`src/rtl/vga_framebuffer_reader.sv`:
```
// ============================================================================
// Module   : vga_framebuffer_reader
// Purpose  : 640x480@60 VGA scan-out of a 320x240 RGB565 frame buffer, 2x
//            pixel/line doubled, read through a BRAM port with fixed latency.
// Revision : 1.0 - initial release
// ============================================================================
`default_nettype none

module vga_framebuffer_reader #(
   parameter int H_ACTIVE   = 640,
   parameter int H_FP       = 16,
   parameter int H_SYNC     = 96,
   parameter int H_BP       = 48,
   parameter int V_ACTIVE   = 480,
   parameter int V_FP       = 10,
   parameter int V_SYNC     = 2,
   parameter int V_BP       = 33,
   parameter int FB_WIDTH   = 320,
   parameter int RD_LATENCY = 1
) (
   input  logic        pclk,
   input  logic        rst,
   input  logic [15:0] din,
   output logic [16:0] addr,
   output logic [3:0]  vga_r,
   output logic [3:0]  vga_g,
   output logic [3:0]  vga_b,
   output logic        vga_hsync,
   output logic        vga_vsync,
   output logic        frame_start
);

   localparam int         c_pipe_depth   = 2 + RD_LATENCY;
   localparam logic [9:0] c_h_active     = 10'(H_ACTIVE);
   localparam logic [9:0] c_h_last       = 10'(H_ACTIVE + H_FP + H_SYNC + H_BP - 1);
   localparam logic [9:0] c_h_sync_start = 10'(H_ACTIVE + H_FP);
   localparam logic [9:0] c_h_sync_end   = 10'(H_ACTIVE + H_FP + H_SYNC - 1);
   localparam logic [9:0] c_v_active     = 10'(V_ACTIVE);
   localparam logic [9:0] c_v_last       = 10'(V_ACTIVE + V_FP + V_SYNC + V_BP - 1);
   localparam logic [9:0] c_v_sync_start = 10'(V_ACTIVE + V_FP);
   localparam logic [9:0] c_v_sync_end   = 10'(V_ACTIVE + V_FP + V_SYNC - 1);
   localparam logic [16:0] c_fb_width    = 17'(FB_WIDTH);

   logic [9:0]  h_cnt_q, h_cnt_d;
   logic [9:0]  v_cnt_q, v_cnt_d;
   logic [16:0] line_base_q, line_base_d;
   logic [16:0] addr_q, addr_d;
   logic [11:0] rgb_q, rgb_d;

   // The colour register is the final de stage, so de needs one fewer flop.
   logic [c_pipe_depth-2:0] de_pipe_q, de_pipe_d;
   logic [c_pipe_depth-1:0] hs_pipe_q, hs_pipe_d;
   logic [c_pipe_depth-1:0] vs_pipe_q, vs_pipe_d;
   logic [c_pipe_depth-1:0] fs_pipe_q, fs_pipe_d;

   logic de, hsync_n, vsync_n, fs;
   logic unused_din;

   assign unused_din = ^{din[11], din[6:5], din[0]};

   always_comb begin
      h_cnt_d     = h_cnt_q + 10'd1;
      v_cnt_d     = v_cnt_q;
      line_base_d = line_base_q;
      if (h_cnt_q == c_h_last) begin
         h_cnt_d = '0;
         if (v_cnt_q == c_v_last) begin
            v_cnt_d     = '0;
            line_base_d = '0;
         end else begin
            v_cnt_d = v_cnt_q + 10'd1;
            // Advance the source row only after every second display line.
            if (v_cnt_q[0]) line_base_d = line_base_q + c_fb_width;
         end
      end

      de      = (h_cnt_q < c_h_active) && (v_cnt_q < c_v_active);
      hsync_n = !((h_cnt_q >= c_h_sync_start) && (h_cnt_q <= c_h_sync_end));
      vsync_n = !((v_cnt_q >= c_v_sync_start) && (v_cnt_q <= c_v_sync_end));
      fs      = (h_cnt_q == 10'd0) && (v_cnt_q == 10'd0);

      addr_d = de ? (line_base_q + {8'd0, h_cnt_q[9:1]}) : 17'd0;

      de_pipe_d = {de_pipe_q[c_pipe_depth-3:0], de};
      hs_pipe_d = {hs_pipe_q[c_pipe_depth-2:0], hsync_n};
      vs_pipe_d = {vs_pipe_q[c_pipe_depth-2:0], vsync_n};
      fs_pipe_d = {fs_pipe_q[c_pipe_depth-2:0], fs};

      rgb_d = de_pipe_q[c_pipe_depth-2] ? {din[15:12], din[10:7], din[4:1]} : 12'd0;
   end

   always_ff @(posedge pclk) begin
      if (rst) begin
         h_cnt_q     <= '0;
         v_cnt_q     <= '0;
         line_base_q <= '0;
         addr_q      <= '0;
         rgb_q       <= '0;
         de_pipe_q   <= '0;
         hs_pipe_q   <= '1;
         vs_pipe_q   <= '1;
         fs_pipe_q   <= '0;
      end else begin
         h_cnt_q     <= h_cnt_d;
         v_cnt_q     <= v_cnt_d;
         line_base_q <= line_base_d;
         addr_q      <= addr_d;
         rgb_q       <= rgb_d;
         de_pipe_q   <= de_pipe_d;
         hs_pipe_q   <= hs_pipe_d;
         vs_pipe_q   <= vs_pipe_d;
         fs_pipe_q   <= fs_pipe_d;
      end
   end

   assign addr        = addr_q;
   assign vga_r       = rgb_q[11:8];
   assign vga_g       = rgb_q[7:4];
   assign vga_b       = rgb_q[3:0];
   assign vga_hsync   = hs_pipe_q[c_pipe_depth-1];
   assign vga_vsync   = vs_pipe_q[c_pipe_depth-1];
   assign frame_start = fs_pipe_q[c_pipe_depth-1];

endmodule

`default_nettype wire

```
`config.mk`:
```
export PLATFORM = sky130hd
export DESIGN_NAME = vga_framebuffer_reader
export DESIGN_NICKNAME = d
export VERILOG_FILES = /design/src/rtl/vga_framebuffer_reader.sv
export SDC_FILE = /design/constraint.sdc
export NUM_CORES = 1
export LEC_CHECK = 0
export BUFFER_PORTS_ARGS = -buffer_cell sky130_fd_sc_hd__buf_2
export CORE_AREA = 2 2 106 98
export CTS_CLUSTER_SIZE = 30
export DETAILED_ROUTE_END_ITERATION = 10
export DIE_AREA = 0 0 108 100
export GPL_TIMING_DRIVEN = 0
export HOLD_SLACK_MARGIN = 0.05
export PLACE_DENSITY = 0.5
export SKIP_LAST_GASP = 1
export SYNTH_ARGS = -nofsm -noshare
export SYNTH_HDL_FRONTEND = slang
export SYNTH_SLANG_ARGS = --single-unit
```
`constraint.sdc`:
```
create_clock -name pclk -period 5 [get_ports pclk]
set_input_delay 0 -clock pclk [delete_from_list [all_inputs] [get_ports pclk]]
set_output_delay 0 -clock pclk [all_outputs]
set_load 0.01 [all_outputs]
```
==> results.md <==
- IR analysis of the VDD net gives a maximum drop of 143 µV.
- The number of buffers on the longest clock path is 2.
- Once layout is done, the placed cells without fillers occupy 0.00363 mm².
- The synthesized net count is 340.
- The clock drives 71 sinks.
- The number of standard-cell rows in the floorplan is 35.
- By area the synthesized netlist is led by sky130_fd_sc_hd__dfxtp_1 (48%), sky130_fd_sc_hd__and2_1 (4.0%), sky130_fd_sc_hd__a21oi_1 (3.9%).
- The end of the critical path is line_base_q[12].
- The maximum number of pins on one net before global-route repair is 16.
- The hold violation total from the final report is 0.
- The endpoint class of the critical path is a flip-flop.
- The run finished with clean final reports.
- Setup repair after global routing left no endpoint under its margin.
- The library cells used most frequently in the layout, excluding fill and tap cells, are sky130_fd_sc_hd__dfxtp_1 (71), sky130_fd_sc_hd__buf_2 (52), sky130_fd_sc_hd__nor2_1 (23), sky130_fd_sc_hd__a21oi_1 (23).
- The critical path is of the reg -> reg type.
- The final setup TNS is 0 ns.
- Across all layers, the routed design uses 2396 vias.
- For this configuration, the core starts out at a cell density of 29.8%.
- sky130_fd_sc_hd__dfxtp_1 takes more of the synthesized area than any other cell.
- The post-synthesis cell count is 314.
- The met1 track utilization from global routing is 17.8%.
- The congestion estimate from routability-driven global placement came to 0.765.
- The leakage power is 1.43 nW.
- The post-synthesis instance area is 0.00294 mm².
- After detailed routing, the average wire length per cell comes to 12.8 µm.
- Once placement finished, the instance area stood at 0.00333 mm².
- The number of cells traversed by the worst register-to-register path is 7.
- The met2 track demand over resource in global routing is 19.0%.
- From left edge to right edge, the die measures 108 µm.
- The final worst-path cycle share is 44.2%.
- Pin placement for this block handled 50 I/O pins.
- 0 antenna diodes ended up in the layout.
- The library cell used most frequently in the layout, excluding fill and tap cells, is sky130_fd_sc_hd__dfxtp_1.
- The synthesized design contains 0 enable-type register cells.
- The min-delay analysis places its worst path in the category in -> reg.
- The overall track demand over capacity in global routing is 12.9%.
- Clock skew on the completed layout was measured at 0.00912 ns.
- After floorplanning, the core was sized to cover 0.00985 mm².
- The part of the total power dissipated in combinational logic is 4.5%.
- The number of vias per cell is 4.64.
- The slew at the pin with the worst max-slew slack is 0.610 ns.
- The synthesized design devotes to its leading area cell type 48.4% of total area.
- The global routing stage identified its most utilized layer as met2.
- For this run, the register share of the synthesized area comes to 48.4%.
- The switching part of the total is 25.7%.
- The number of global-route vias before repair was 2213.
- Buffers placed on the I/O ports in this run total 45.
- Compared with the post-synthesis result, the final layout area differs by 23.6%.
- After detailed routing, the number of remaining DRC violations is 0.
- The critical path starts at v_cnt_q[0].
- Setup violations remaining at the end of the flow were counted as 0.
- For this run, asynchronously set or reset flops after synthesis account for 0%.
- The detailed router finished its first iteration with 85 violations.
- The count of state elements after synthesis is 71.
- STA puts the critical path data arrival time at 2.43 ns.
- Of the total power, the clock network draws 40.9%.
- Max-cap violations in this run came to 0.
- The worst register-to-register path ends at line_base_q[12].
- The net switching power is 0.272 mW.
- At the later pin of the worst-skew pair, clock insertion delay measures 0.35 ns.
- The level count of the clock H-tree is 3.
- The maximum clock frequency is 453 MHz.
- The global-route congestion overflow total is 0.
- The worst setup path is launched from a flip-flop.
- In this run the critical register-to-register path is launched from v_cnt_q[0].
- The post-route netlist has 22.2% of its cells at a drive strength greater than 1.
- The power density over cell area is 292 mW/mm².
- Once detail routing completed, the nets flagged for antenna violations numbered 0.
- The required arrival time at the worst endpoint is 5.23 ns.
- The number of buffers added by the clock tree synthesis step is 9.
- The headroom to the max-slew limit is 59.0%.
- The number of iterations in the first detailed-routing pass is 4.
- The cell sitting at the root of the clock tree is a sky130_fd_sc_hd__clkbuf_8.
- The half-perimeter wire length of the detailed placement result is 4650 µm.
- During synthesis, Yosys emitted a total of 0 warnings.
- The most used flip-flop cell after synthesis is sky130_fd_sc_hd__dfxtp_1.
- The internal power of the cells totals 0.788 mW.
- The count of final max-slew check failures is 0.
- The initial antenna violation count was 0.
- The count of unique library cells instantiated by Yosys is 39.
- The area enclosed by the die boundary is 0.0108 mm².
- In this run the post-CTS setup repair buffer count came out at 0.
- After clock tree synthesis, the clock-pin slew on the worst setup and hold paths is 0.08 ns.
- At the end of the flow, the number of nets in the layout was 408.
- In the global route stage, met3 resource usage came out at 4.42%.
- The maximum fanout count along the critical path is 10.
- The CTS tree is done.
- Each instance of the synthesized netlist takes up on average 9.36 µm².
- The wire length reported by the detailed router is 6600 µm.
- The share of total power in sequential cells is 54.6%.
- For flop-to-flop paths, the worst setup slack is 2.79 ns.
- The die is 100 µm tall.
- The first-pass GRT wire length is 11000 µm.
- The clock period minus final worst setup slack is 2.21 ns.
==> critical path, stage by stage (launching register included) <==
cell and delay [ns]:
sky130_fd_sc_hd__dfxtp_1 0.40, sky130_fd_sc_hd__inv_1 0.17, sky130_fd_sc_hd__ha_1 0.17, sky130_fd_sc_hd__nor2b_1 0.24, sky130_fd_sc_hd__nand3_1 0.29, sky130_fd_sc_hd__o21bai_2 0.41, sky130_fd_sc_hd__buf_2 0.34, sky130_fd_sc_hd__a21oi_1 0.07
==> synth_stat cells (2+ instances only) <==
cell type and instances:
sky130_fd_sc_hd__or4_4 2, sky130_fd_sc_hd__a21o_1 3, sky130_fd_sc_hd__ha_1 8, sky130_fd_sc_hd__nand2b_1 2, sky130_fd_sc_hd__nor2b_1 5, sky130_fd_sc_hd__nand3_1 19, sky130_fd_sc_hd__and2_1 19, sky130_fd_sc_hd__nor4b_1 2
sky130_fd_sc_hd__and3_1 6, sky130_fd_sc_hd__or4_1 9, sky130_fd_sc_hd__a21oi_2 2, sky130_fd_sc_hd__clkbuf_1 7, sky130_fd_sc_hd__o31ai_1 11, sky130_fd_sc_hd__or2_2 5, sky130_fd_sc_hd__buf_6 2, sky130_fd_sc_hd__nand4_1 7
sky130_fd_sc_hd__inv_1 10, sky130_fd_sc_hd__nor3_1 3, sky130_fd_sc_hd__and4_1 3, sky130_fd_sc_hd__a21oi_1 23, sky130_fd_sc_hd__xor2_1 8, sky130_fd_sc_hd__o21ai_0 11, sky130_fd_sc_hd__nand3_2 2, sky130_fd_sc_hd__nor4_1 5
sky130_fd_sc_hd__buf_2 7, sky130_fd_sc_hd__nor2_1 23, sky130_fd_sc_hd__nand2_1 12, sky130_fd_sc_hd__or3_1 10, sky130_fd_sc_hd__xnor2_1 8, sky130_fd_sc_hd__dfxtp_1 71
==> area by class of cell <==
class	instances	area, µm²
fill	1033	6220
clock buffer	9	124
inverter	10	37.5
buffer	16	83.8
multi-input combinational	217	1400
sequential	71	1420
timing repair buffer	57	345
clock inverter	7	63.8
tap	129	161
==> per-layer routing <==
layer | part of all wire, % | routed length, µm
met5 | 0 | 0
met4 | 1.2 | 79
met3 | 3.8 | 248
met2 | 44 | 2910
met1 | 51 | 3360
==> kinds of logic after synthesis <==
group / count (synthesis) / share of synthesized area (%)
AOI/OAI and AO/OA: 55 / 11.5
xor gates and xnor gates: 16 / 4.77
adders and majority gates: 8 / 3.41
buffers and inverters: 26 / 4.13
DFF: 71 / 48.4
muxes: 1 / 0.383
and+or+nand+nor: 137 / 27.4
==> through the flow <==
| stage | setup WS [ns] | hold WS (ns) | instances | utilization [%] | power [mW] |
|---|---|---|---|---|---|
| 3_3_place_gp | 2.77 | 0.199 | 488 | 33.8 | 0.633 |
| 3_5_place_dp | 2.75 | 0.202 | 488 | 33.8 | 0.633 |
| 2_1_floorplan | 3.23 | 0.122 | 314 | - | 0.615 |
| 4_1_cts | 2.72 | 0.0633 | 516 | 36.9 | 1.08 |
| 5_1_grt | 2.45 | 0.0962 | 516 | 36.9 | 1.11 |
| 6_report | 2.79 | 0.0848 | 516 | 36.9 | 1.06 |
==> sequential cells by signal (all words and copies together) (netlist names) <==
signal	cells
addr	17
rgb_q	12
line_base_q	11
h_cnt_q	10
v_cnt_q	10
fs_pipe_q	3
hs_pipe_q	3
vs_pipe_q	3
de_pipe_q	2
==> worst min path at each step <==
stage / endpoint / cells past startpoint / start / slack [ns]
final: vs_pipe_q[0] / 4 / rst / 0.08
after global routing: vs_pipe_q[0] / 4 / rst / 0.1
after CTS: vs_pipe_q[0] / 4 / rst / 0.06
after detailed placement: rgb_q[1] / 2 / din[2] / 0.20
after global placement: rgb_q[3] / 2 / din[4] / 0.20
after floorplan: rgb_q[0] / 1 / din[1] / 0.12
==> power groups by stage <==
stage	clock [mW]	combinational [mW]	sequential [mW]
floorplan	0	0.0213	0.594
global placement	0	0.0406	0.593
detailed placement	0	0.0406	0.593
CTS	0.453	0.0481	0.579
global route	0.476	0.0531	0.581
finish	0.434	0.0474	0.579
==> timing repair <==
action / 4_1_cts / 5_1_grt
resized for setup: 0 / 0
hold endpoints to repair: 12 / 0
hold buffers: 12 / 0
Power figures use the tool's default switching activity.
